==> config.mk <==
export PLATFORM = sky130hd
export DESIGN_NAME = t03_vertical_counter
export DESIGN_NICKNAME = d
export VERILOG_FILES = /design/src/rtl/t03_disp_pkg.sv /design/src/rtl/t03_sync_decode.sv /design/src/rtl/t03_vertical_counter.sv
export SDC_FILE = /design/constraint.sdc
export NUM_CORES = 1
export LEC_CHECK = 0
export ABC_CLOCK_PERIOD_IN_PS = 1650
export BUFFER_PORTS_ARGS = -buffer_cell sky130_fd_sc_hd__buf_2
export CAP_MARGIN = 5
export CORE_MARGIN = 3
export CORE_UTILIZATION = 46
export CTS_BUF_LIST = sky130_fd_sc_hd__clkbuf_8
export CTS_CLUSTER_SIZE = 8
export DETAILED_ROUTE_END_ITERATION = 16
export PLACE_DENSITY = 0.73
export SLEW_MARGIN = 20
export SYNTH_ARGS = -nofsm -noshare
export SYNTH_HDL_FRONTEND = slang
export SYNTH_SLANG_ARGS = --single-unit
==> constraint.sdc <==
create_clock -name clk -period 1.65 [get_ports clk]
set_clock_uncertainty 0.15 [all_clocks]
set_input_delay 0.2475 -clock clk [delete_from_list [all_inputs] [get_ports clk]]
set_output_delay 0.2475 -clock clk [all_outputs]
set_load 0.005 [all_outputs]
==> src/rtl/t03_disp_pkg.sv <==
// Shared display-timing package for the team_03 display path: vertical
// phase enum, default timing constants, count widths and the helper that
// maps a line number onto its vertical phase.
package t03_disp_pkg;

    localparam int H_W = 11;
    localparam int V_W = 10;

    localparam int DEF_H_ACTIVE = 160;
    localparam int DEF_H_FP     = 8;
    localparam int DEF_H_SYNC   = 16;
    localparam int DEF_H_TOTAL  = 209;
    localparam int DEF_V_ACTIVE = 600;
    localparam int DEF_V_FP     = 1;
    localparam int DEF_V_SYNC   = 4;
    localparam int DEF_V_BP     = 23;

    typedef enum logic [1:0] {
        V_ACT    = 2'd0,
        V_FPORCH = 2'd1,
        V_SYNCP  = 2'd2,
        V_BPORCH = 2'd3
    } vstate_t;

    // Vertical phase is a pure function of the line number.
    function automatic vstate_t vstate_of(input int v, input int v_active,
                                          input int v_fp, input int v_sync);
        if (v < v_active)
            return V_ACT;
        else if (v < v_active + v_fp)
            return V_FPORCH;
        else if (v < v_active + v_fp + v_sync)
            return V_SYNCP;
        else
            return V_BPORCH;
    endfunction

endpackage

==> src/rtl/t03_sync_decode.sv <==
// Combinational window compare: horizontal count plus vertical phase to
// hsync_n / display_en. Counts at or beyond H_TOTAL are treated as blanking.
module t03_sync_decode
    import t03_disp_pkg::*;
#(
    parameter int H_ACTIVE = DEF_H_ACTIVE,
    parameter int H_FP     = DEF_H_FP,
    parameter int H_SYNC   = DEF_H_SYNC,
    parameter int H_TOTAL  = DEF_H_TOTAL
) (
    input  logic [H_W-1:0] hcnt,
    input  vstate_t        vstate,
    output logic           hsync_n,
    output logic           display_en
);

    localparam logic [H_W-1:0] HACT_END = H_W'(H_ACTIVE);
    localparam logic [H_W-1:0] HS_START = H_W'(H_ACTIVE + H_FP);
    localparam logic [H_W-1:0] HS_END   = H_W'(H_ACTIVE + H_FP + H_SYNC);
    localparam logic [H_W-1:0] HTOT     = H_W'(H_TOTAL);

    logic in_range;

    // Window compares, gated so an out-of-range count never shows sync or video.
    always_comb begin
        in_range   = (hcnt < HTOT);
        hsync_n    = ~(in_range && (hcnt >= HS_START) && (hcnt < HS_END));
        display_en = in_range && (vstate == V_ACT) && (hcnt < HACT_END);
    end

endmodule

==> src/rtl/t03_vertical_counter.sv <==
// Vertical line counter and vertical-phase FSM for the team_03 display path.
// Counts lines on rising edges of h_tc, produces registered sync, display
// enable, pixel_x and a start-of-frame pulse.
// Optional feature macro: T03_FRAME_IRQ_EN adds a sticky frame_irq output
// with an irq_clr input.
module t03_vertical_counter
    import t03_disp_pkg::*;
#(
    parameter int H_ACTIVE = DEF_H_ACTIVE,
    parameter int H_FP     = DEF_H_FP,
    parameter int H_SYNC   = DEF_H_SYNC,
    parameter int H_TOTAL  = DEF_H_TOTAL,
    parameter int V_ACTIVE = DEF_V_ACTIVE,
    parameter int V_FP     = DEF_V_FP,
    parameter int V_SYNC   = DEF_V_SYNC,
    parameter int V_BP     = DEF_V_BP
) (
    input  logic           clk,
    input  logic           nrst,
    input  logic           h_tc,
    input  logic [H_W-1:0] Hcnt,
    output logic [V_W-1:0] Vcnt,
    output logic           hsync_n,
    output logic           vsync_n,
    output logic           display_en,
    output logic [H_W-1:0] pixel_x,
    output logic           frame_start
`ifdef T03_FRAME_IRQ_EN
    ,
    output logic           frame_irq,
    input  logic           irq_clr
`endif
);

    localparam int             V_TOTAL = V_ACTIVE + V_FP + V_SYNC + V_BP;
    localparam logic [V_W-1:0] V_LAST  = V_W'(V_TOTAL - 1);

    logic           h_tc_q;
    vstate_t        vstate;
    logic           line_adv;
    logic [V_W-1:0] vcnt_next;
    vstate_t        state_next;
    logic           wrap_next;
    logic           dec_hsync_n;
    logic           dec_display_en;

    assign line_adv = h_tc & ~h_tc_q;

    // Next line number and phase; the phase is always derived from the
    // next line so state and Vcnt can never disagree.
    always_comb begin
        vcnt_next = Vcnt;
        wrap_next = 1'b0;
        if (line_adv) begin
            case (vstate)
                V_ACT, V_FPORCH, V_SYNCP, V_BPORCH: begin
                    if (Vcnt >= V_LAST) begin
                        vcnt_next = '0;
                        wrap_next = (Vcnt == V_LAST);
                    end else begin
                        vcnt_next = Vcnt + V_W'(1);
                    end
                end
                default: vcnt_next = '0;
            endcase
        end
        state_next = vstate_of(int'(vcnt_next), V_ACTIVE, V_FP, V_SYNC);
    end

    // Decode uses the post-update phase so line 0 video follows the wrap.
    t03_sync_decode #(
        .H_ACTIVE (H_ACTIVE),
        .H_FP     (H_FP),
        .H_SYNC   (H_SYNC),
        .H_TOTAL  (H_TOTAL)
    ) u_sync_decode (
        .hcnt       (Hcnt),
        .vstate     (state_next),
        .hsync_n    (dec_hsync_n),
        .display_en (dec_display_en)
    );

    // Line counter, phase register and all registered outputs.
    always_ff @(posedge clk or negedge nrst) begin
        if (!nrst) begin
            h_tc_q      <= 1'b0;
            Vcnt        <= '0;
            vstate      <= V_ACT;
            vsync_n     <= 1'b1;
            frame_start <= 1'b0;
            hsync_n     <= 1'b1;
            display_en  <= 1'b0;
            pixel_x     <= '0;
        end else begin
            h_tc_q      <= h_tc;
            Vcnt        <= vcnt_next;
            vstate      <= state_next;
            vsync_n     <= (state_next != V_SYNCP);
            frame_start <= wrap_next;
            hsync_n     <= dec_hsync_n;
            display_en  <= dec_display_en;
            pixel_x     <= Hcnt;
        end
    end

`ifdef T03_FRAME_IRQ_EN
    // Sticky frame interrupt; a new frame wins over a simultaneous clear.
    always_ff @(posedge clk or negedge nrst) begin
        if (!nrst)
            frame_irq <= 1'b0;
        else if (wrap_next)
            frame_irq <= 1'b1;
        else if (irq_clr)
            frame_irq <= 1'b0;
    end
`endif

endmodule

==> flow_metrics.py, run 1 <==
metrics = {
    "yosys": {
        "synth-seq-area-share_pct": 55.3,
        "yosys.area.top_type": "dfrtp_1",
        "synth_fp_nets": 125,
        "synth_top_area_share_pct": 50.8,
        "yosys_most_used_dff": "dfrtp_1",
        "synth-edff-count": 0,
        "async_flop_share_pct": 100,
        "synth.area.top_cells": "dfrtp_1, dfstp_2, xnor2_1",
        "syn-cell-area_um2": 1180,
        "yosys_warnings": 0,
        "avgSynthCellArea_um2": 10.7,
        "syn_inst": 110,
        "yosys_register_bits": 26,
        "ys_types": 40,
    },
    "min_path": {
        "hold_depth": 4,
        "min_from": "h_tc",
        "hp-class": "in2reg",
    },
    "drt": {
        "routed_via_density": 5.34,
        "drt_wl_total_um": 3340,
        "vias": 1106,
        "post-route-drc-count": 0,
        "ant_nets": 0,
        "drtIter0Drc": 41,
        "drt_pre_antenna_iters": 4,
        "wl_per_cell_um": 16.1,
    },
    "pwr": {
        "p_clk_share_pct": 30.9,
        "p_sw_share_pct": 27.0,
        "p_sw_uw": 453,
        "ir_worst_vdd_mv": 0.765,
        "p_leak_nw": 0.890,
        "powerDensity_nw_per_um2": 929,
        "power.share.sequential_pct": 43.0,
        "internal-power_mw": 1.23,
        "power_mw": 1.68,
        "combPwrFrac_pct": 26.1,
    },
    "sta": {
        "period_share_pct": 108,
        "slew_violations": 0,
        "setup_viol": 2,
        "fin_crit_ps": 1770,
        "holdWs_ps": 268,
        "worst_slew_pin_slew_ps": 555,
        "setup_ws_ps": -124,
        "slew_headroom_pct": 63.0,
        "rsz0062_at_grt": "yes",
        "final_hold_viol_count": 0,
        "maxClockFrequency_ghz": 0.564,
    },
    "grt": {
        "antenna_found_initial": 0,
        "grt_use_total_pct": 20.8,
        "grt_pass1_wl_um": 5200,
        "grt_max_degree": 27,
        "grt_pass1_vias": 1088,
        "grt_overflow": 0,
    },
    "critical_path": {
        "cp.buffers_inverters": 0,
        "worstSetupPathType": "reg2reg",
        "start_kind": "register",
        "path_delay_family": "simple AND/OR/NAND/NOR gates",
        "crit_cells": 6,
        "worstPathMaxFanout": 8,
        "critPathRequiredTime_ps": 1720,
        "cp-end-kind": "register",
        "r2r_cells": 6,
        "cp_slowest_cell": "dfrtp_2",
        "r2r-start": "Vcnt[0]",
        "path_cells": "ha_4 -> or2_4 -> o211ai_1 -> a21oi_2 -> or3_1 -> nand4_1",
        "startpoint": "Vcnt[0]",
        "crit_path_max_incr_delay_ps": 450,
        "arrival_ps": 1840,
    },
    "cts": {
        "cts-htree-levels": 1,
        "clock_sinks": 26,
        "cts_tree": "done",
        "clk_pin_slew_ps": 90,
        "cts-root-buf": "clkbuf_8",
        "clk_latency_ps": 270,
        "cts_buffer_depth": 2,
        "cts_buffers": 3,
    },
    "die": {
        "dieArea_um2": 3210,
        "fp-row-count": 17,
        "io_pins": 39,
        "die_x_um": 56.7,
        "core-area_um2": 2320,
        "initial_core_util_pct": 50.9,
        "die_y_um": 56.7,
    },
    "final_layout": {
        "most-common-layout-cells": "buf_2, dfrtp_1, buf_4, dlygate4sd3_1",
        "finalNetCount": 195,
        "n_antenna_cell": 0,
        "final_common_cell": "buf_2",
        "n_fill_cell": 154,
        "drive_gt1_share_pct": 44.7,
        "areaGrowthSynthToFinish_pct": 53.1,
    },
    "status": {
        "outcome": "finished with violations",
        "violations": "setup timing",
    },
    "place": {
        "hpwl_um": 2060,
        "numPortBuffers": 38,
        "gp_congestion": 0.927,
    },
    "flow_run": {
        "maxCapViolCount": 0,
    },
}
-- area by class of cell --
type                       instances  area (um^2)  share of cell area [%]
timing repair buffer              68          448                    24.8
clock inverter                     1         30.0                    1.66
sequential                        26          656                    36.3
multi-input combinational         79          591                    32.7
clock buffer                       3         41.3                    2.28
inverter                           2         7.51                   0.415
tap                               28         35.0                    1.94
-- stage by stage --
step | cell area [um^2] | worst slack, ps | instances | utilization, % | setup TNS, ps
finish | 1810 | -124 | 207 | 78.0 | -235
detailed placement | 1510 | -70.8 | 186 | 65.2 | -115
floorplan | 1200 | 6.49 | 110 | - | 0
CTS | 1740 | -65.5 | 205 | 75.0 | -118
global placement | 1510 | -40.2 | 186 | 65.2 | -63.1
global route | 1810 | -220 | 207 | 78.0 | -486
-- power groups by stage --
stage / sequential [mW] / clock (mW) / combinational (mW)
final: 0.722 / 0.519 / 0.439
after detailed placement: 0.730 / 0 / 0.369
after floorplan: 0.743 / 0 / 0.182
after global routing: 0.729 / 0.552 / 0.484
after global placement: 0.728 / 0 / 0.360
after CTS: 0.718 / 0.527 / 0.400
-- logic make-up after synthesis --
| kind of cell | count (synthesis) | share of synthesized area, % |
|---|---|---|
| buf+inv | 5 | 1.80 |
| simple gates | 54 | 26.2 |
| fa+ha+maj | 1 | 1.06 |
| mux | 1 | 0.847 |
| flops | 26 | 55.3 |
| xor+xnor | 7 | 5.19 |
| compound gates | 16 | 9.64 |
-- flip-flops by register name (all words and copies together), names as in the netlist --
signal and count:
Vcnt 10, display_en 1, frame_start 1, h_tc_q 1, hsync_n 1, pixel_x 11, vsync_n 1
-- worst reg2reg max path: cells and delay by family (launching register included) --
family / cells / cell delay [ps]
AOI/OAI and AO/OA: 2 / 210
adders and majority gates: 1 / 210
DFF: 1 / 450
and+or+nand+nor: 3 / 700
-- per-layer routing --
| layer | track usage (%) | wire (um) | up-vias |
|---|---|---|---|
| li1 | - | - | 530 |
| met1 | 26.4 | 1310 | 528 |
| met2 | 37.0 | 1780 | 40 |
| met3 | 4.83 | 186 | 8 |
| met4 | 2.03 | 62 | 0 |
| met5 | 0 | 0 | - |
-- what timing repair did --
action                                  CTS  global route
resized for setup                         3             9
hold buffers                             13             0
endpoints found under the setup margin    2             8
cloned                                    0             0
endpoints found under the hold margin    36             0
pin swaps                                 4            10
buffers inserted                          2             2
-- Yosys cell counts (3+ instances only) --
master   number
xnor2_1       6
nor3_1        3
dfrtp_1      24
nand2_1      13
and3_1        3
o21ai_0       4
nor2_1       12
-- path summary, 6_finish.rpt --
| path | to | slack (ps) |
|---|---|---|
| min in group asynchronous | Vcnt[5] | 340 |
| hold / removal | Vcnt[0] | 270 |
| setup reg to reg | vsync_n | -120 |
| hold reg to reg | vsync_n | 490 |
| setup / recovery | vsync_n | -120 |
| max in group asynchronous | Vcnt[1] | 600 |
Power figures use the tool's default switching activity.
==> run 2, diff against run 1 <==
--- a/config.mk
+++ b/config.mk
@@ -14,6 +14,7 @@
 export CTS_CLUSTER_SIZE = 8
 export DETAILED_ROUTE_END_ITERATION = 16
 export PLACE_DENSITY = 0.73
+export RECOVER_POWER = 25
 export SLEW_MARGIN = 20
 export SYNTH_ARGS = -nofsm -noshare
 export SYNTH_HDL_FRONTEND = slang
==> run 2 against run 1 <==
Against the previous run: count of clock-buffer cells in the layout stayed put; combinational power hardly changed; sequential power hardly changed; die area stayed put; sequential cell count stayed put; non-clock buffer count stayed put; largest power group unchanged; first-iteration DRC count is 7.3% lower; via count is 0.90% higher; the run still ends with setup timing left; routed wire length hardly changed; critical path type unchanged; global-route usage stayed put.
==> flow_metrics.py, run 2 (synthesized netlist as in run 1, its figures left out) <==
metrics = {
    "critical_path": {
        "worstPathMaxFanout": 8,
        "critPathRequiredTime_ps": 1720,
        "worstSetupPathType": "reg2reg",
        "crit_path_max_incr_delay_ps": 450,
        "cp.buffers_inverters": 0,
        "path_delay_family": "simple AND/OR/NAND/NOR gates",
        "r2r_slack_ps": -120,
        "path_cells": "ha_4 -> or2_4 -> o211ai_1 -> a21oi_2 -> or3_1 -> nand4_1",
        "start_kind": "register",
        "cp_slowest_cell": "dfrtp_2",
        "arrival_ps": 1840,
        "r2r-start": "Vcnt[0]",
        "crit_cells": 6,
        "r2r_cells": 6,
        "timing.rr.end": "vsync_n",
        "cp-end-kind": "register",
    },
    "grt": {
        "grt_max_degree": 27,
        "grt_pass1_wl_um": 5200,
        "grt_pass1_vias": 1088,
        "grt_overflow": 0,
        "grt_use_total_pct": 20.8,
        "antenna_found_initial": 0,
    },
    "die": {
        "dieArea_um2": 3210,
        "initial_core_util_pct": 50.9,
        "die_x_um": 56.7,
        "io_pins": 39,
        "core-area_um2": 2320,
        "fp-row-count": 17,
        "die_y_um": 56.7,
    },
    "cts": {
        "clock_sinks": 26,
        "cts_tree": "done",
        "cts_buffer_depth": 2,
        "clk_latency_ps": 270,
        "cts-htree-levels": 1,
        "clk_pin_slew_ps": 90,
        "cts_buffers": 3,
        "cts-root-buf": "clkbuf_8",
    },
    "place": {
        "pre_cts_slack_ps": -70.8,
        "gp_congestion": 0.927,
        "hpwl_um": 2060,
        "numPortBuffers": 38,
    },
    "final_layout": {
        "reg_top3": "pixel_x x11, Vcnt x10",
        "most-common-layout-cells": "buf_2, dfrtp_1, buf_4, dlygate4sd3_1",
        "n_antenna_cell": 0,
        "fin_util_pct": 77.5,
        "areaGrowthSynthToFinish_pct": 52.2,
        "regMostFlops": "pixel_x",
        "largest_reg_flops": 11,
        "final_common_cell": "buf_2",
        "drive_gt1_share_pct": 40.2,
        "finalNetCount": 195,
        "n_fill_cell": 155,
    },
    "sta": {
        "setup_viol": 2,
        "worst_slew_pin_slew_ps": 628,
        "final_hold_viol_count": 0,
        "slew_headroom_pct": 58.1,
        "maxClockFrequency_ghz": 0.565,
        "period_share_pct": 107,
        "holdWs_ps": 267,
        "fin_crit_ps": 1770,
        "setup_ws_ps": -121,
        "rsz0062_at_grt": "yes",
        "slew_violations": 0,
    },
    "min_path": {
        "min_from": "h_tc",
        "hold_end": "Vcnt[0]",
        "hp-class": "in2reg",
        "hold_depth": 4,
    },
    "pwr": {
        "power_mw": 1.68,
        "powerDensity_nw_per_um2": 934,
        "ir_worst_vdd_mv": 0.767,
        "p_leak_nw": 0.868,
    },
    "drt": {
        "vias": 1116,
        "wl_per_cell_um": 16.1,
        "drtIter0Drc": 38,
        "drt_pre_antenna_iters": 4,
        "post-route-drc-count": 0,
        "routed_via_density": 5.39,
        "ant_nets": 0,
        "drt_wl_total_um": 3340,
    },
    "flow_run": {
        "maxCapViolCount": 0,
    },
    "status": {
        "outcome": "finished with violations",
        "violations": "setup timing",
    },
}
[run 2: cell types whose count changed in the layout (fill, tap and decap cells not counted), sizes merged]
cell / change
clkbuf: +9
buf: -9
[run 2: power by group]
part	internal (mW)	total (mW)	switching, mW	leakage, nW
sequential	0.683	0.722	0.0388	0.322
clock	0.325	0.520	0.196	0.0357
combinational	0.217	0.438	0.221	0.511
total	1.22	1.68	0.455	0.868
[run 2: tightest hold or removal path: cells and delay by family]
kind | cells | cell delay [ps]
buffers and inverters | 1 | 120
and+or+nand+nor | 3 | 290
[run 2: how the worst max path moves through the flow]
stage	endpoint	startpoint	slack, ps
after global placement	vsync_n	h_tc_q	-40
after floorplan	display_en	Vcnt[3]	6
after detailed placement	vsync_n	Vcnt[1]	-70
after CTS	display_en	h_tc_q	-70
final	vsync_n	Vcnt[0]	-120
after global routing	display_en	Vcnt[0]	-220
[run 2: timing repair]
item	CTS	global route
buffers inserted	2	2
endpoints found under the setup margin	2	8
pin swaps	4	10
hold endpoints to repair	36	0
hold buffers	13	0
gates resized for setup	3	9
[run 2: cell type report]
class	count	area, um^2	area share, %
well taps	28	35.0	1.95
clock inverters	1	30.0	1.67
clock buffers	3	41.3	2.30
multi-input cells	79	591	32.8
inverters	2	7.51	0.418
repair buffers	68	438	24.4
flip-flops and latches	26	656	36.5
[run 2: routing by layer]
| layer | GRT usage [%] | up-vias | share of wire [%] |
|---|---|---|---|
| li1 | - | 526 | - |
| met1 | 26.4 | 539 | 40 |
| met2 | 37.0 | 43 | 53 |
| met3 | 4.83 | 8 | 5.1 |
| met4 | 2.03 | 0 | 1.9 |
| met5 | 0 | - | 0 |
[run 2: metrics by stage]
step           setup TNS [ps]  instances  area (um^2)
2_1_floorplan               0        110         1200
3_3_place_gp            -63.1        186         1510
3_5_place_dp             -115        186         1510
4_1_cts                  -118        205         1740
5_1_grt                  -486        207         1800
6_report                 -235        207         1800
